--- src/rtl/regfile_pkg.sv ---
// Shared types and helpers for the register file slice.
//   addr_w()  : index width for a given entry count (minimum 1 bit)
//   word_t    : data word at the default 32-bit width
//   idx_t     : entry index at the default 32-entry depth
package regfile_pkg;

  localparam int WIDTH_DEF = 32;
  localparam int DEPTH_DEF = 32;

  function automatic int addr_w(input int depth);
    return (depth <= 2) ? 1 : $clog2(depth);
  endfunction

  localparam int AW_DEF = addr_w(DEPTH_DEF);

  typedef logic [WIDTH_DEF-1:0] word_t;
  typedef logic [AW_DEF-1:0]    idx_t;

endpackage

--- src/rtl/regfile_sb_scoreboard.sv ---
// rf_scoreboard: one pending bit per register entry.
//   clk, rst      clock, asynchronous active-low reset (clears every bit)
//   set, set_idx  mark an entry pending (issue side)
//   clr, clr_idx  clear an entry's pending bit (writeback side)
//   rd_idx        NUM_RD packed lookup indices, port i at [i*AW +: AW]
//   busy          pending bit of each looked-up entry, combinational
//   any_busy      OR of every pending bit
// When set and clr hit the same entry in one cycle, set wins: the newly issued
// producer supersedes the one that is writing back.
// With ZERO_REG != 0 entry 0 can never become pending.
module rf_scoreboard
  import regfile_pkg::*;
#(
  parameter int DEPTH    = 32,
  parameter int NUM_RD   = 2,
  parameter int ZERO_REG = 1,
  localparam int AW      = addr_w(DEPTH)
) (
  input  logic                 clk,
  input  logic                 rst,
  input  logic                 set,
  input  logic [AW-1:0]        set_idx,
  input  logic                 clr,
  input  logic [AW-1:0]        clr_idx,
  input  logic [NUM_RD*AW-1:0] rd_idx,
  output logic [NUM_RD-1:0]    busy,
  output logic                 any_busy
);

  logic [DEPTH-1:0] pending;
  logic [DEPTH-1:0] pending_nxt;

  // Clear first, then set, so a same-index set overrides the clear.
  always_comb begin
    pending_nxt = pending;
    if (clr) pending_nxt[clr_idx] = 1'b0;
    if (set) pending_nxt[set_idx] = 1'b1;
    if (ZERO_REG != 0) pending_nxt[0] = 1'b0;
  end

  always_ff @(posedge clk or negedge rst) begin
    if (!rst) pending <= '0;
    else      pending <= pending_nxt;
  end

  always_comb begin
    busy = '0;
    for (int i = 0; i < NUM_RD; i++) begin
      busy[i] = pending[rd_idx[i*AW +: AW]];
    end
  end

  assign any_busy = |pending;

endmodule

--- src/rtl/regfile_sb.sv ---
// regfile_sb: DEPTH x WIDTH register file with NUM_RD combinational read
// ports and a per-entry pending-write scoreboard.
//   clk, rst            clock, asynchronous active-low reset (clears data and pending)
//   wr_en/addr/data     writeback: store data, clear the entry's pending bit
//   sb_set, sb_addr     issue: mark an entry pending
//   rd_addr             NUM_RD packed read indices, port i at [i*AW +: AW]
//   rd_data             NUM_RD packed read words, port i at [i*WIDTH +: WIDTH]
//   rd_busy             pending bit of each read entry
//   any_busy            any entry pending
// wr_en and sb_set are plain single-cycle strobes with no valid/ready
// handshake: each is acted on at every rising edge where it is high, and
// nothing ever back-pressures the producer.
// Build option: define REGFILE_BYPASS_EN to forward same-cycle writeback data
// to matching read ports (and drop their busy unless re-issued that cycle).
module regfile_sb
  import regfile_pkg::*;
#(
  parameter int WIDTH    = 32,
  parameter int DEPTH    = 32,
  parameter int NUM_RD   = 2,
  parameter int ZERO_REG = 1,
  localparam int AW      = addr_w(DEPTH)
) (
  input  logic                    clk,
  input  logic                    rst,
  input  logic                    wr_en,
  input  logic [AW-1:0]           wr_addr,
  input  logic [WIDTH-1:0]        wr_data,
  input  logic                    sb_set,
  input  logic [AW-1:0]           sb_addr,
  input  logic [NUM_RD*AW-1:0]    rd_addr,
  output logic [NUM_RD*WIDTH-1:0] rd_data,
  output logic [NUM_RD-1:0]       rd_busy,
  output logic                    any_busy
);

  logic [WIDTH-1:0]  mem [DEPTH];
  logic              wr_ok;
  logic [NUM_RD-1:0] sb_busy;

  // Writes to the hardwired zero entry are dropped entirely.
  assign wr_ok = wr_en && !((ZERO_REG != 0) && (wr_addr == '0));

  always_ff @(posedge clk or negedge rst) begin
    if (!rst) begin
      for (int k = 0; k < DEPTH; k++) mem[k] <= '0;
    end else if (wr_ok) begin
      mem[wr_addr] <= wr_data;
    end
  end

  rf_scoreboard #(
    .DEPTH    (DEPTH),
    .NUM_RD   (NUM_RD),
    .ZERO_REG (ZERO_REG)
  ) u_sb (
    .clk      (clk),
    .rst      (rst),
    .set      (sb_set),
    .set_idx  (sb_addr),
    .clr      (wr_ok),
    .clr_idx  (wr_addr),
    .rd_idx   (rd_addr),
    .busy     (sb_busy),
    .any_busy (any_busy)
  );

  always_comb begin
    rd_data = '0;
    rd_busy = '0;
    for (int i = 0; i < NUM_RD; i++) begin
      if ((ZERO_REG != 0) && (rd_addr[i*AW +: AW] == '0)) begin
        rd_data[i*WIDTH +: WIDTH] = '0;
      end else begin
        rd_data[i*WIDTH +: WIDTH] = mem[rd_addr[i*AW +: AW]];
      end
      rd_busy[i] = sb_busy[i];
`ifdef REGFILE_BYPASS_EN
      // wr_ok already excludes the zero entry, so no extra guard here.
      // A same-cycle re-issue keeps the entry busy.
      if (wr_ok && (wr_addr == rd_addr[i*AW +: AW])) begin
        rd_data[i*WIDTH +: WIDTH] = wr_data;
        rd_busy[i] = sb_set && (sb_addr == rd_addr[i*AW +: AW]);
      end
`endif
    end
  end

endmodule
--- config.mk ---
export PLATFORM = sky130hd
export DESIGN_NAME = regfile_sb
export DESIGN_NICKNAME = d
export VERILOG_FILES = /design/src/rtl/regfile_pkg.sv /design/src/rtl/regfile_sb_scoreboard.sv /design/src/rtl/regfile_sb.sv
export SDC_FILE = /design/constraint.sdc
export NUM_CORES = 2
export LEC_CHECK = 0
export CAP_MARGIN = 40
export CORE_ASPECT_RATIO = 0.7
export CORE_MARGIN = 3
export CORE_UTILIZATION = 26
export DETAILED_ROUTE_END_ITERATION = 6
export GPL_ROUTABILITY_DRIVEN = 0
export MAX_ROUTING_LAYER = met4
export PLACE_DENSITY_LB_ADDON = 0.08
export SYNTH_ARGS = -nofsm -noshare
export SYNTH_HDL_FRONTEND = slang
export SYNTH_SLANG_ARGS = --single-unit
--- constraint.sdc ---
create_clock -name clk -period 3.1 [get_ports clk]
set_clock_uncertainty 0.2 [all_clocks]
set_input_delay 0.62 -clock clk [delete_from_list [all_inputs] [get_ports clk]]
set_output_delay 0.62 -clock clk [all_outputs]
set_load 0.05 [all_outputs]
* Word level (Yosys, flattened, before mapping)
Index checks and enable logic that the tools add are counted.
** Word-level totals
- Register bits :: 1055
- Word-level logic and storage cells :: 79
- Input bits :: 56
- Output and inout port bits :: 67
** Cells by class
- Reductions and logical operators :: 9
- Mux-type cells :: 21
- Order comparisons :: 10
- Bitwise operators :: 6
** Operators with widths (count)
- $bwmux 1024 :: 1
- $bmux 32 s5 :: 2
- $mux 32 :: 9
- $demux 32 s5 :: 1
- $and 32x32->32 :: 1
- $not 32->32 :: 1
- $or 32x32->32 :: 1
- $reduce_or 31->1 :: 1
- $lt 5x6->1 const B :: 4
- $ge 6x6->1 const B :: 3
- $not 5->6 :: 3
- $logic_not 5->1 :: 3
- $bmux 1 s5 :: 2
- $demux 1 s5 :: 2
- $ge 5x1->1 const B :: 2
- $lt 6x1->1 const B :: 1
- $logic_and 1x1->1 :: 4
- $mux 1 :: 4
- $logic_not 1->1 :: 1

* Depth between registers and ports, before layout
- Depth in word-level cells :: 9
- Mapped depth :: 9
- Mapped depth without buffers :: 4

* By module
Synthesis repeated with hierarchy kept, for this count alone.
** Unflattened totals
- Cells, all modules :: 3720
- Area, all modules :: 55902.4 um^2
** By module, submodules not included
- regfile_sb :: cells an instance 3517, sequential area each 25624.6 um^2, instances 1, area an instance 53994.3 um^2
- rf_scoreboard :: cells an instance 203, sequential area each 775.7 um^2, instances 1, area an instance 1908.1 um^2

* Worst setup path after synthesis
Ideal clock, no wire load.
- Path kind :: input to output
- Start point :: input rd_addr[1]
- End point :: output rd_data[4]
- Cell stages on the path :: 8
- Path buffers :: 4
- Arrival time :: 3131 ps
- Required time :: 2280 ps
- Slack :: -851 ps
- Cells stage by stage :: buf_2 -> buf_2 -> buf_4 -> nor2_1 -> buf_2 -> a221oi_1 -> o21ai_0 -> a311oi_1
** On the way
- Word-level cells in the longest chain between the ends :: 5
- Elaborated cells on any way between the ends :: 6
- Classes of those cells :: 4 x mux; 1 x bitwise; 1 x reduce/logical
** RTL lines
- from (decl) :: RTL line regfile_sb.sv:31 : input logic [NUM_RD*AW-1:0] rd_addr,
- $not 5->6 (implied by the code) :: RTL line regfile_sb.sv:75 : rd_data[i*WIDTH +: WIDTH] = mem[rd_addr[i*AW +: AW]];
- $bmux 32 s5 :: RTL line regfile_sb.sv:75
- $mux 32 (implied by the code) (2 in series) :: RTL line regfile_sb.sv:75
- $mux 32 * :: RTL line regfile_sb.sv:72 : if ((ZERO_REG != 0) && (rd_addr[i*AW +: AW] == '0)) begin
- to (decl) :: RTL line regfile_sb.sv:32 : output logic [NUM_RD*WIDTH-1:0] rd_data,
Mark *: on every way between the ends. The rest lies on a longest branch, timed or not. The select of a mux whose other input is x is not followed.

* Worst setup path after layout
- Start point :: register u_sb.pending[15]
- End point :: output rd_busy[0]
** On the way
- Word-level cells in the longest chain between the ends :: 2
** RTL lines
- from (decl) :: RTL line regfile_sb_scoreboard.sv:30 : logic [DEPTH-1:0] pending;
- from (signal assigned) :: RTL line regfile_sb_scoreboard.sv:43 : else pending <= pending_nxt;
- $bmux 1 s5 :: RTL line regfile_sb_scoreboard.sv:49 : busy[i] = pending[rd_idx[i*AW +: AW]];
- $mux 1 (implied by the code) :: RTL line regfile_sb_scoreboard.sv:49
- to (decl) :: RTL line regfile_sb.sv:33 : output logic [NUM_RD-1:0] rd_busy,
No other way between the ends. The select of a mux whose other input is x is not followed.

==> results.toml <==
[worst_setup_path]
setup.worst_path.start = "u_sb.pending[15]$_DFF_PN0_"
cp_data_required_time_ps = 2280
crit_path_max_fanout = 4
timing.critical_path.from_type = "register"
critical_path.max_stage_delay_ps = 500
r2r-start = "mem[614]$_DFFE_PN0P_"
worst-r2r-cell-count = 3
crit_path_top_delay_cell = "sky130_fd_sc_hd__mux4_2"
cpMostUsedCell = "sky130_fd_sc_hd__mux4_2"
crit_arrival_ps = 2640
timing.critical_path.to_type = "output pin"
path_cells = "mux4_2 > mux4_2 > mux2_4 > buf_12"
path_class = "register to output pin"

[grt]
via_count_of_the_first_global_routing_pass = 39600
grt_start_max_net_pins = 90
global_route.overflow_total = 0
grt_first_pass_wirelength_mm = 344
grt_antenna_before_repair = 9
gr-usage-all-layers_pct = 22.7

[logic_synthesis]
synth_async_sr_flop_share_pct = 100
post_syn_nets = 3777
synth_cells = 3721
ys_seq_area_share_pct = 47.2
synth-edff-count = 0
yosys_warnings = 0
avgSynthCellArea_um2 = 15.0
post_synth_num_cell_types = 40
netlist_area_mm2 = 0.0559
postSynthRegisterBits = 1055
synth_ff_type = "sky130_fd_sc_hd__dfrtp_1"

[sta]
relSlewSlack_pct = 45.3
layout_min_cycle_time_ps = 3460
post_route_setup_slack_ps = -360
tns_ps = -12590
tightestPinTransition_ps = 819
slew_violations = 0
setup_repair_after_global_routing_missed_its_margin = "true"
final_min_period_over_clock_period_pct = 112
finalHoldViolCount = 0
max_freq_ghz = 0.289
setup_viol = 67

[power]
p_leak_nw = 31.9
combinationalPowerShare_pct = 26.0
vdd_drop_max_mv = 0.471
power.net_switching_mw = 13.5
p_sw_share_pct = 29.9
cell_internal_pwr_mw = 31.6
power.density_mw_per_mm2 = 599
share_clk_of_total_power_pct = 32.9
power.share.sequential_pct = 41.1

[cells_and_area]
fin_cells = 7236
syn2layout_area_growth_pct = 34.7
num-nets-final = 4331
layout-drive-gt1-share_pct = 64.3
final_cell_mix = "sky130_fd_sc_hd__dfrtp_1 (1053), sky130_fd_sc_hd__mux2_2 (998), sky130_fd_sc_hd__mux4_2 (466), sky130_fd_sc_hd__buf_4 (456), sky130_fd_sc_hd__buf_12 (245)"
layout.cells.most_common = "sky130_fd_sc_hd__dfrtp_1"
fillers = 20400
final_design_area_no_fill_mm2 = 0.0754

[job]
cap_violations = 0

[floorplanning]
fp.coreArea_mm2 = 0.212
rows = 141
start_util_pct = 26.3
die-width_um = 560
die-area_mm2 = 0.221
num_io_pins = 123
die_height_um = 394

[worst_hold_path]
holdCritPathClass = "register to register"
hold_start = "mem[1004]$_DFFE_PN0P_"
hold_depth = 0

[clock_network]
cts.root.buffer_cell = "sky130_fd_sc_hd__clkbuf_16"
cts.path.max_buffers = 3
h_tree_depth = 3
cts_inserted_buffers = 120
cts_tree = "yes"
clk_pin_slew_worst_paths_ps = 60
cts_num_sinks = 1055
worstSkewPairLatency_ps = 740

[route]
drt_iter0_drc = 2872
drt_pre_antenna_iters = 5
wl_per_cell_um = 34.4
drcViolationCount = 0
total_number_of_vias = 38300
post_drt_via_cell_ratio = 5.30
drt_wl_total_mm = 249
drtAntennaViolNets = 0

[place]
numPortBuffers = 122
placed_cell_area_mm2 = 0.0675
placed_cells_incl_taps = 6855
dpl.hpwl_mm = 159
pre_cts_ws_ps = -807

[run_status]
status = "finished with violations"
failed_checks = "setup timing"
==> path summary, 6_finish.rpt <==
check / slack [ps] / endpoint
max: -360 / rd_busy[0]
min: 190 / mem[1004]$_DFFE_PN0P_
max reg2reg: 1900 / mem[614]$_DFFE_PN0P_
min reg2reg: 190 / mem[1004]$_DFFE_PN0P_
max in group asynchronous: 1460 / mem[621]$_DFFE_PN0P_
min in group asynchronous: 220 / mem[990]$_DFFE_PN0P_
==> worst max-delay path, delay by kind of cell (launching register included) <==
family	cells	cell delay (ps)
buffers and inverters	1	150
DFF	1	430
muxes	3	1300
==> what timing repair did <==
item / 4_1_cts / 5_1_grt
setup endpoints to repair: 67 / 67
hold buffers: 1 / 0
gates cloned: 21 / 11
setup buffers: 93 / 70
hold endpoints to repair: 26 / 0
resized for setup: 371 / 110
pin swaps: 104 / 59
==> layer usage <==
layer	wire length [um]	up-vias	GRT usage [%]	part of all wire, %
li1	-	15700	-	-
met1	121000	21400	32.9	49
met2	112000	956	33.8	45
met3	10600	274	3.13	4.3
met4	5530	0	4.47	2.2
met5	0	-	-	0
==> power groups by stage <==
stage	clock network, mW	registers, mW	logic [mW]
6_report	14.8	18.6	11.7
5_1_grt	15.8	18.9	12.4
4_1_cts	15.3	18.5	11.5
3_5_place_dp	0	18.7	10.7
3_3_place_gp	0	18.8	10.6
2_1_floorplan	0	17.8	7.06
==> kinds of logic (layout without fill, tap and decap cells) <==
kind of cell	count (synthesis)	count (layout)	synth area share [%]
mux	1686	1686	42.9
buf+inv	439	1089	3.44
compound gates	377	377	4.92
flops	1055	1055	47.2
simple gates	164	165	1.54
other cells	0	4	0
==> registers in the layout, indices dropped and copies added (netlist names) <==
name / flops
mem: 1024
u_sb.pending: 31
==> final cells by class <==
cell class                      count  area, um^2  area share [%]
Antenna cell                        4        10.0          0.0133
Clock buffer                      186        3640            4.84
Clock inverter                     33         344           0.457
Inverter                            7        36.3          0.0482
Multi-Input combinational cell   2228       30400            40.3
Sequential cell                  1055       26400            35.0
Tap cell                         2860        3580            4.75
Timing Repair Buffer              863       11000            14.5
==> Yosys cell counts (all sizes together) (3+ instances only) <==
cell,number,area [um^2]
nor3b,7,52.6
a221oi,47,412
nand3,4,20.0
nor2,23,86.3
o21ai,100,500
mux4,466,10500
a22o,15,131
and2,3,18.8
and3b,4,35.0
o2111ai,17,149
buf,199,1020
mux2,1026,11600
nor4,7,43.8
nand3b,9,67.6
nand2,56,210
or2,3,18.8
mux2i,194,1940
nor2b,37,231
o22ai,5,31.3
a311oi,32,280
a211oi,32,240
a31oi,32,200
dfrtp,1055,26400
a221o,32,320
a22oi,64,480
inv,7,26.3
clkbuf,233,875
==> per-stage QoR <==
step                hold slack (ps)  power (mW)  util [%]
floorplan                       124        24.9         -
detailed placement              183        29.4      31.8
finish                          191        45.1      35.5
global route                    205        47.1      35.5
CTS                             188        45.3      35.0
global placement                179        29.3      31.8
(Power assumes the default switching activity.)
